[src/rtl/i2c_channel_streamer.sv]
// I2C write-frame transmitter: snapshots NUM_CH words on start and sends
// addr + data bytes, checking each ACK. Ports: clk/rst_n, start,
// i2c_address, endian, ch_data in; scl, sda_drive_low out; sda_i in;
// busy/done/err status. Optional I2C_NACK_RETRY_EN: one automatic
// re-send after the first NACK of a frame.
module i2c_channel_streamer #(
  parameter int NUM_CH = 5,
  parameter int DATA_W = 16,
  parameter int DIV    = 50
) (
  input  logic                     clk,
  input  logic                     rst_n,
  input  logic                     start,
  input  logic [6:0]               i2c_address,
  input  logic                     endian,
  input  logic [NUM_CH*DATA_W-1:0] ch_data,
  output logic                     scl,
  output logic                     sda_drive_low,
  input  logic                     sda_i,
  output logic                     busy,
  output logic                     done,
  output logic                     err
);

  localparam int BYTES = DATA_W / 8;
  localparam int TOTAL = 1 + NUM_CH * BYTES;
  localparam int FW    = TOTAL * 8;
  localparam int CW    = $clog2(DIV);
  localparam int BW    = $clog2(TOTAL);

  typedef enum logic [2:0] {
    IDLE, START, BIT, ACK,
    STOP_A, STOP_B, STOP_C, GAP
  } state_t;

  state_t          state_q, state_n;
  logic [CW-1:0]   cnt_q, cnt_n;
  logic            phase_q, phase_n;
  logic [2:0]      bit_q, bit_n;
  logic [BW-1:0]   byte_q, byte_n;
  logic [FW-1:0]   frame_q, frame_n;
  logic [FW-1:0]   cap;
  logic            err_n, done_n;
  logic            half_end;
  logic            cur_bit;
`ifdef I2C_NACK_RETRY_EN
  logic            retried_q, retried_n;
  logic            pend_q, pend_n;
`endif

  // byte i of the frame lives at frame[i*8 +: 8], sent MSB first
  always_comb begin
    cap = '0;
    cap[7:0] = {i2c_address, 1'b0};
    for (int c = 0; c < NUM_CH; c++) begin
      for (int b = 0; b < BYTES; b++) begin
        if (endian)
          cap[(1+c*BYTES+b)*8 +: 8] =
            ch_data[c*DATA_W+(BYTES-1-b)*8 +: 8];
        else
          cap[(1+c*BYTES+b)*8 +: 8] =
            ch_data[c*DATA_W+b*8 +: 8];
      end
    end
  end

  assign half_end = (cnt_q == CW'(DIV-1));
  assign cur_bit  = frame_q[{byte_q, ~bit_q}];
  assign busy     = (state_q != IDLE);

  always_comb begin
    state_n = state_q;
    cnt_n   = cnt_q;
    phase_n = phase_q;
    bit_n   = bit_q;
    byte_n  = byte_q;
    frame_n = frame_q;
    err_n   = err;
    done_n  = 1'b0;
`ifdef I2C_NACK_RETRY_EN
    retried_n = retried_q;
    pend_n    = pend_q;
`endif
    if (state_q != IDLE)
      cnt_n = half_end ? '0 : cnt_q + 1'b1;
    unique case (state_q)
      IDLE: begin
        if (start) begin
          state_n = START;
          cnt_n   = '0;
          frame_n = cap;
          err_n   = 1'b0;
          byte_n  = '0;
          bit_n   = '0;
          phase_n = 1'b0;
`ifdef I2C_NACK_RETRY_EN
          retried_n = 1'b0;
          pend_n    = 1'b0;
`endif
        end
      end
      START: begin
        if (half_end) begin
          state_n = BIT;
          phase_n = 1'b0;
          bit_n   = '0;
          byte_n  = '0;
        end
      end
      BIT: begin
        if (half_end) begin
          phase_n = ~phase_q;
          if (phase_q) begin
            bit_n = bit_q + 3'd1;
            if (bit_q == 3'd7)
              state_n = ACK;
          end
        end
      end
      ACK: begin
        if (half_end) begin
          phase_n = ~phase_q;
          if (phase_q) begin
            if (sda_i) begin
              state_n = STOP_A;
`ifdef I2C_NACK_RETRY_EN
              if (!retried_q) begin
                retried_n = 1'b1;
                pend_n    = 1'b1;
              end else begin
                err_n = 1'b1;
              end
`else
              err_n = 1'b1;
`endif
            end else if (byte_q == BW'(TOTAL-1)) begin
              state_n = STOP_A;
            end else begin
              state_n = BIT;
              byte_n  = byte_q + 1'b1;
            end
          end
        end
      end
      STOP_A: if (half_end) state_n = STOP_B;
      STOP_B: if (half_end) state_n = STOP_C;
      STOP_C: begin
        if (half_end) begin
`ifdef I2C_NACK_RETRY_EN
          if (pend_q) begin
            pend_n  = 1'b0;
            state_n = GAP;
          end else begin
            state_n = IDLE;
            done_n  = 1'b1;
          end
`else
          state_n = IDLE;
          done_n  = 1'b1;
`endif
        end
      end
      GAP: begin
        if (half_end) begin
          state_n = START;
          byte_n  = '0;
          bit_n   = '0;
          phase_n = 1'b0;
        end
      end
      default: state_n = IDLE;
    endcase
  end

  always_ff @(posedge clk or negedge rst_n) begin
    if (!rst_n) begin
      state_q <= IDLE;
      cnt_q   <= '0;
      phase_q <= 1'b0;
      bit_q   <= '0;
      byte_q  <= '0;
      frame_q <= '0;
      err     <= 1'b0;
      done    <= 1'b0;
`ifdef I2C_NACK_RETRY_EN
      retried_q <= 1'b0;
      pend_q    <= 1'b0;
`endif
    end else begin
      state_q <= state_n;
      cnt_q   <= cnt_n;
      phase_q <= phase_n;
      bit_q   <= bit_n;
      byte_q  <= byte_n;
      frame_q <= frame_n;
      err     <= err_n;
      done    <= done_n;
`ifdef I2C_NACK_RETRY_EN
      retried_q <= retried_n;
      pend_q    <= pend_n;
`endif
    end
  end

  // line levels decoded straight from flops
  always_comb begin
    scl           = 1'b1;
    sda_drive_low = 1'b0;
    unique case (state_q)
      START:  sda_drive_low = 1'b1;
      BIT: begin
        scl           = phase_q;
        sda_drive_low = ~cur_bit;
      end
      ACK:    scl = phase_q;
      STOP_A: begin
        scl           = 1'b0;
        sda_drive_low = 1'b1;
      end
      STOP_B: sda_drive_low = 1'b1;
      default: ;
    endcase
  end

endmodule

[config.mk]
export PLATFORM = sky130hd
export DESIGN_NAME = i2c_channel_streamer
export DESIGN_NICKNAME = d
export VERILOG_FILES = /design/src/rtl/i2c_channel_streamer.sv
export SDC_FILE = /design/constraint.sdc
export NUM_CORES = 1
export LEC_CHECK = 0
export ABC_AREA = 1
export CAP_MARGIN = 20
export CORE_MARGIN = 1
export CORE_UTILIZATION = 54
export CTS_CLUSTER_DIAMETER = 50
export CTS_CLUSTER_SIZE = 30
export DETAILED_ROUTE_END_ITERATION = 12
export PLACE_DENSITY = 0.8
export SYNTH_ARGS = -nofsm -noshare
export SYNTH_HDL_FRONTEND = slang
export SYNTH_SLANG_ARGS = --single-unit
[constraint.sdc]
create_clock -name clk -period 2.9 [get_ports clk]
set_clock_uncertainty 0.2 [all_clocks]
set_input_delay 0.58 -clock clk [delete_from_list [all_inputs] [get_ports clk]]
set_output_delay 0.58 -clock clk [all_outputs]
set_load 0.01 [all_outputs]
==> results.cfg <==
[global_route]
grt_overflow = 0
antenna_violations_before_repair = 0
grt_pass1_wl_um = 24600
grt_use_total_pct = 26.3
first_global_vias = 5399
grt_start_max_net_pins = 137

[sta]
max_freq_mhz = 359
drv_slew = 0
unrepaired_setup_endpoints_after_global_routing = no
min_period_over_period_pct = 96.0
hold_viol_final = 0
setup_violations = 0
fin_tns_setup_ps = 0
tightest_slew_ps = 541
final.min_clock_period_ps = 2780
slew_headroom_pct = 63.9

[power_and_ir_drop]
worst_ir_drop_vdd_uv = 266
leakagePower_nw = 3.72
cellPowerDensity_mw_per_mm2 = 412

[drt]
vias_after_detailed_routing = 5740
avgRoutedWirePerCell_um = 13.1
dr.pass1.iters = 5
ant_nets = 0
route.final.wire_length_um = 14300
vias_per_cell = 5.26
first_iter_violations = 307
route.detailed.drc = 0

[logic_synthesis]
async_reset_ff_share_pct = 100
postSynthRegisterBits = 106
avgSynthCellArea_um2 = 7.12
synth_top_family_by_area = simple AND/OR/NAND/NOR gates
synth_compound_gate_area_share_pct = 18.4
number_of_standard_cells_after_synthesis = 879
portion_of_netlist_area_occupied_by_mux_cells_pct = 0
top_cell_type_by_total_area_after_synthesis = dfrtp_1
synth_warnings = 0
synth_cell_type_count = 36
synthTopCellsByArea = dfrtp_1, nand2_1, o21ai_0
synth_top_area_share_pct = 42.4
synth-main-ff-cell = dfrtp_1
mappedNetlistArea_mm2 = 0.00625
sequential_to_total_area_share_from_yosys_stat_pct = 42.4
synth_xor_area_share_pct = 0.840
post_synth_fa_ha_maj_area_fraction_pct = 1.20
synth_nets = 977
synth_edf_count = 0
synth_simple_gate_area_share_pct = 24.7

[final_layout]
layout.nets = 1045
combined_flip_flop_and_latch_cell_area_mm2 = 0.00265
multi_input_gate_area_in_the_final_layout_mm2 = 0.00283
final.fill_count = 948
number_of_inserted_diodes = 0
final_common_cell = nand2_1
stdcell_count = 1092
post_route_cells_drive_above_1_share_pct = 6.20
final_cell_mix = nand2_1, o21ai_0, inv_1, dfrtp_1, clkdlybuf4s50_1
areaGrowthSynthToFinish_pct = 21.7

[clock_network]
numCtsBuffers = 9
clock_latency_on_the_worst_skew_pair_ps = 340
tritoncts_num_sinks = 106
cts.clk_slew.worst_paths_ps = 70
cts_tree = built
quantity_of_hold_fixing_buffers_added_after_cts = 0
cts_root_buf = clkbuf_16
cts.htree.levels = 3
clock_path_buffers = 2

[floorplan]
core_area_mm2 = 0.0111
chipWidth_um = 110
num_rows = 38
initial_utilization_pct = 56.5
ios = 97
die_h_um = 110
dieArea_mm2 = 0.0120

[worst_setup_path]
critPathKind = flip-flop to output pin
reg2regPathDepth = 6
r2r_setup_slack_ps = 850
critical_path_required_ps = 2120
setup.worst_path.end_class = output pin
regToRegStartpoint = state_q[2]
critical_path_arrival_ps = 2000
r2r_end = frame_q[69]
crit_path_start = bit_q[0]
cp_max_fo = 17
worst_setup_path_start_kind = flip-flop

[placement]
place_hpwl_um = 10100
port_buffers = 96
placed_cells_incl_taps = 1075
routabilityCongestion = 0.948

[run_status]
run_status = completed

[job]
cap_viol_max_count = 0

[min_path]
min_path_type = primary input to asynchronous set/reset pin
==> report_power, final <==
group          switching (mW)  total (mW)  internal (mW)
clock                   0.555        1.15          0.592
sequential             0.0283        1.59           1.56
combinational           0.206       0.400          0.195
total                   0.789        3.13           2.35
==> sequential cells by signal (all words and copies together), names as in the netlist <==
name	cells
frame_q	87
cnt_q	6
byte_q	4
bit_q	3
state_q	3
done	1
err	1
phase_q	1
==> final cells by class <==
| type | instances | share of cell area (%) |
|---|---|---|
| clock buffers | 10 | 3.01 |
| clock inverters | 6 | 0.624 |
| inverters | 133 | 6.62 |
| multi-input cells | 586 | 37.2 |
| flip-flops and latches | 106 | 34.9 |
| well taps | 140 | 2.30 |
| repair buffers | 111 | 15.4 |
==> synthesized netlist by cell type (4+ instances only) <==
library cell  count
a21oi_1          15
buf_2            16
buf_4             9
clkbuf_1         25
dfrtp_1         106
ha_1              6
inv_1           122
inv_2             8
nand2_1         272
nand2_2           5
nand3_1          67
nor2_1           13
o211ai_1         35
o21ai_0         134
o21ai_1          13
o22ai_1           4
xor2_1            5
==> layer usage <==
metal	share of wire, %	global-route usage [%]	routed length [um]
met1	47	36.0	6660
met2	48	43.3	6810
met3	4.4	3.50	625
met4	1.5	8.38	209
met5	0	0	0
==> worst max path at each step <==
stage / slack, ps / endpoint
finish: 120 / sda_drive_low
detailed placement: 90 / sda_drive_low
CTS: 90 / sda_drive_low
floorplan: 730 / sda_drive_low
global placement: 130 / sda_drive_low
global route: 2 / sda_drive_low
==> logic make-up after synthesis <==
logic type,count (synthesis)
AOI/OAI and AO/OA,206
adders and majority gates,6
and+or+nand+nor,368
DFF,106
xor gates and xnor gates,6
buffers and inverters,187
==> critical path, cell delays in order (launching register included) <==
cell     delay (ps)
dfrtp_2         470
inv_4           110
buf_12          150
nand2_1          70
nand3_1          80
nand3_1          80
nand2_1         100
nand2_1          70
nand2_1          60
inv_1            30
nand2_1          50
nand2_1          50
nand3_1          60
nand2_1          70
nand2_1          70
buf_2           130
==> timing repair <==
item,4_1_cts,5_1_grt
gates cloned,1,0
gates resized for setup,5,3
buffers inserted,0,0
endpoints found under the setup margin,1,1
==> stage by stage <==
stage                     total power, mW  utilization (%)  hold WS [ps]  worst slack, ps  area (um^2)
after floorplan                      1.80                -          84.4              728         6250
after global placement               2.00             66.0           254              128         7310
after detailed placement             2.02             66.0           260             86.4         7310
after CTS                            3.16             68.7          34.3             89.4         7610
after global routing                 3.29             68.7          49.4             1.59         7610
final                                3.13             68.7          10.5              117         7610
(Power assumes the default switching activity.)
==> RTL change, RTL diff (same flow settings) <==
The 8 states of `state_t` get a Gray code encoding in 3 bits.
--- a/src/rtl/i2c_channel_streamer.sv
+++ b/src/rtl/i2c_channel_streamer.sv
@@ -31,4 +31,4 @@
   typedef enum logic [2:0] {
-    IDLE, START, BIT, ACK,
-    STOP_A, STOP_B, STOP_C, GAP
+    IDLE = 3'b000, START = 3'b001, BIT = 3'b011, ACK = 3'b010,
+    STOP_A = 3'b110, STOP_B = 3'b111, STOP_C = 3'b101, GAP = 3'b100
   } state_t;
Check against the original RTL: same outputs for any inputs over 10 cycles, from zero or initial values and one cycle with rst_n low; not proved beyond that.
==> RTL change against the unedited design <==
  * Total power increased by 4.4%
  * Fmax fell by 1.8%
  * Combinational power is 2% higher
  * Final area rose by 2.2%
  * Wire length up 5.3%
  * Worst hold slack improved by 0.039 ns
  * Sequential cell count is the same
  * Synthesized area grew 0.84%
  * Setup slack lost 0.050 ns
  * Final cell count up 1.7%
  * Critical path type unchanged
  * Critical endpoint unchanged
  * Largest cell class unchanged
  * Highest routed layer unchanged
==> RTL change: results (changes against the unedited design) <==
cells_and_area:
  drive_above_1_share: 0.104  # +0.0424
  n_fill_cell: 959  # +1.2%
routing:
  routed_wl_um: 15100  # +5.3%
  wl_per_cell_um: 13.6  # +3.5%
  dr_wl_met2_um: 7390  # +8.6%
  wl_met1_um: 6790  # +1.8%
  viasPerCell: 5.26  # about the same
  drtIter0Drc: 389  # +27%
place:
  dpl.cell_count: 1091  # +1.5%
  gp_congestion: 0.873  # -7.9%
  placed_cell_area_mm2: 0.00728  # -0.36%
  dp_slack_ns: 0.0541  # -0.0323 ns
synthesis:
  synthTopCellsByArea: "dfrtp_1 42%, nand2_1 22%, o21ai_0 6.9%"
  synth_common_cells: "365 x nand2_1, 106 x dfrtp_1, 87 x o21ai_0, 75 x inv_1, 75 x nand3_1"
  synth-compound-area-share: 0.147  # -0.0362
  synth-seq-area-share: 0.421  # -0.00353
  syn-num-nets: 986  # +0.92%
  synth_cells: 888  # +1.0%
  synthXorXnorAreaFrac: 0.00417  # -0.00424
  synth_cell_type_count: 38  # +5.6%
power_and_ir_drop:
  power_leakage_nw: 3.83  # +3.0%
run_status:
  status: "completed"
timing:
  layout_setup_ws_ns: 0.0664  # -0.0502 ns
  slew_headroom: 0.566  # -0.0730
global_routing:
  use_met1: 0.351  # -0.00913
  grt_max_degree: 77  # -44%
  grtUsageTotal: 0.267  # +0.00398
  grtUsageMet2: 0.458  # +0.0254
setup_path:
  timing.rr.end: "err"
  r2r.worst_path.cells: 9  # +3
  cpPeakStageDelay_ns: 0.51  # +0.04 ns
  crit_fanout: 11  # -6
[RTL change: cell types whose count changed after synthesis, sizes merged, moves of 2 or more]
cell | before | now
nand2 | 279 | 371
inv | 131 | 82
o211ai | 35 | 10
o21ai | 147 | 136
clkbuf | 25 | 16
buf | 29 | 37
nand3 | 68 | 76
a21oi | 16 | 10
xor2 | 5 | 2
nor3 | 2 | 4
[RTL change: worst max-delay path: cells and delay by family, from the launching register on]
kind	cells	cell delay (ns)
AND/OR/NAND/NOR	11	0.78
flip-flops	1	0.51
buffers and inverters	3	0.41
[RTL change: what timing repair did]
action,4_1_cts,5_1_grt
endpoints found under the setup margin,1,1
pin swaps,2,16
gates resized for setup,14,28
gates cloned,3,0
buffers inserted,2,0
[RTL change: worst min-delay path by stage]
stage / from / to / slack [ns] / depth (start not counted)
3_3_place_gp: frame_q[76] / frame_q[76] / 0.25 / 2
2_1_floorplan: rst_n / async pin / 0.08 / 0
6_report: rst_n / frame_q[7] / 0.05 / 1
4_1_cts: rst_n / frame_q[59] / 0.08 / 1
3_5_place_dp: frame_q[76] / frame_q[76] / 0.26 / 2
5_1_grt: rst_n / frame_q[59] / 0.10 / 1
[RTL change: cell type report]
class,instances,area (um2),share of cell area
Inverter,84,338,0.0434
Sequential cell,106,2650,0.341
Timing Repair inverter,2,20.0,0.00257
Timing Repair Buffer,115,1190,0.153
Multi-Input combinational cell,645,3090,0.398
Tap cell,143,179,0.0230
Clock buffer,12,256,0.0330
Clock inverter,4,48.8,0.00627
[RTL change: where the power goes]
part | switching [mW] | internal [mW] | total, mW
logic | 0.203 | 0.205 | 0.408
clock network | 0.549 | 0.718 | 1.27
registers | 0.0431 | 1.56 | 1.60
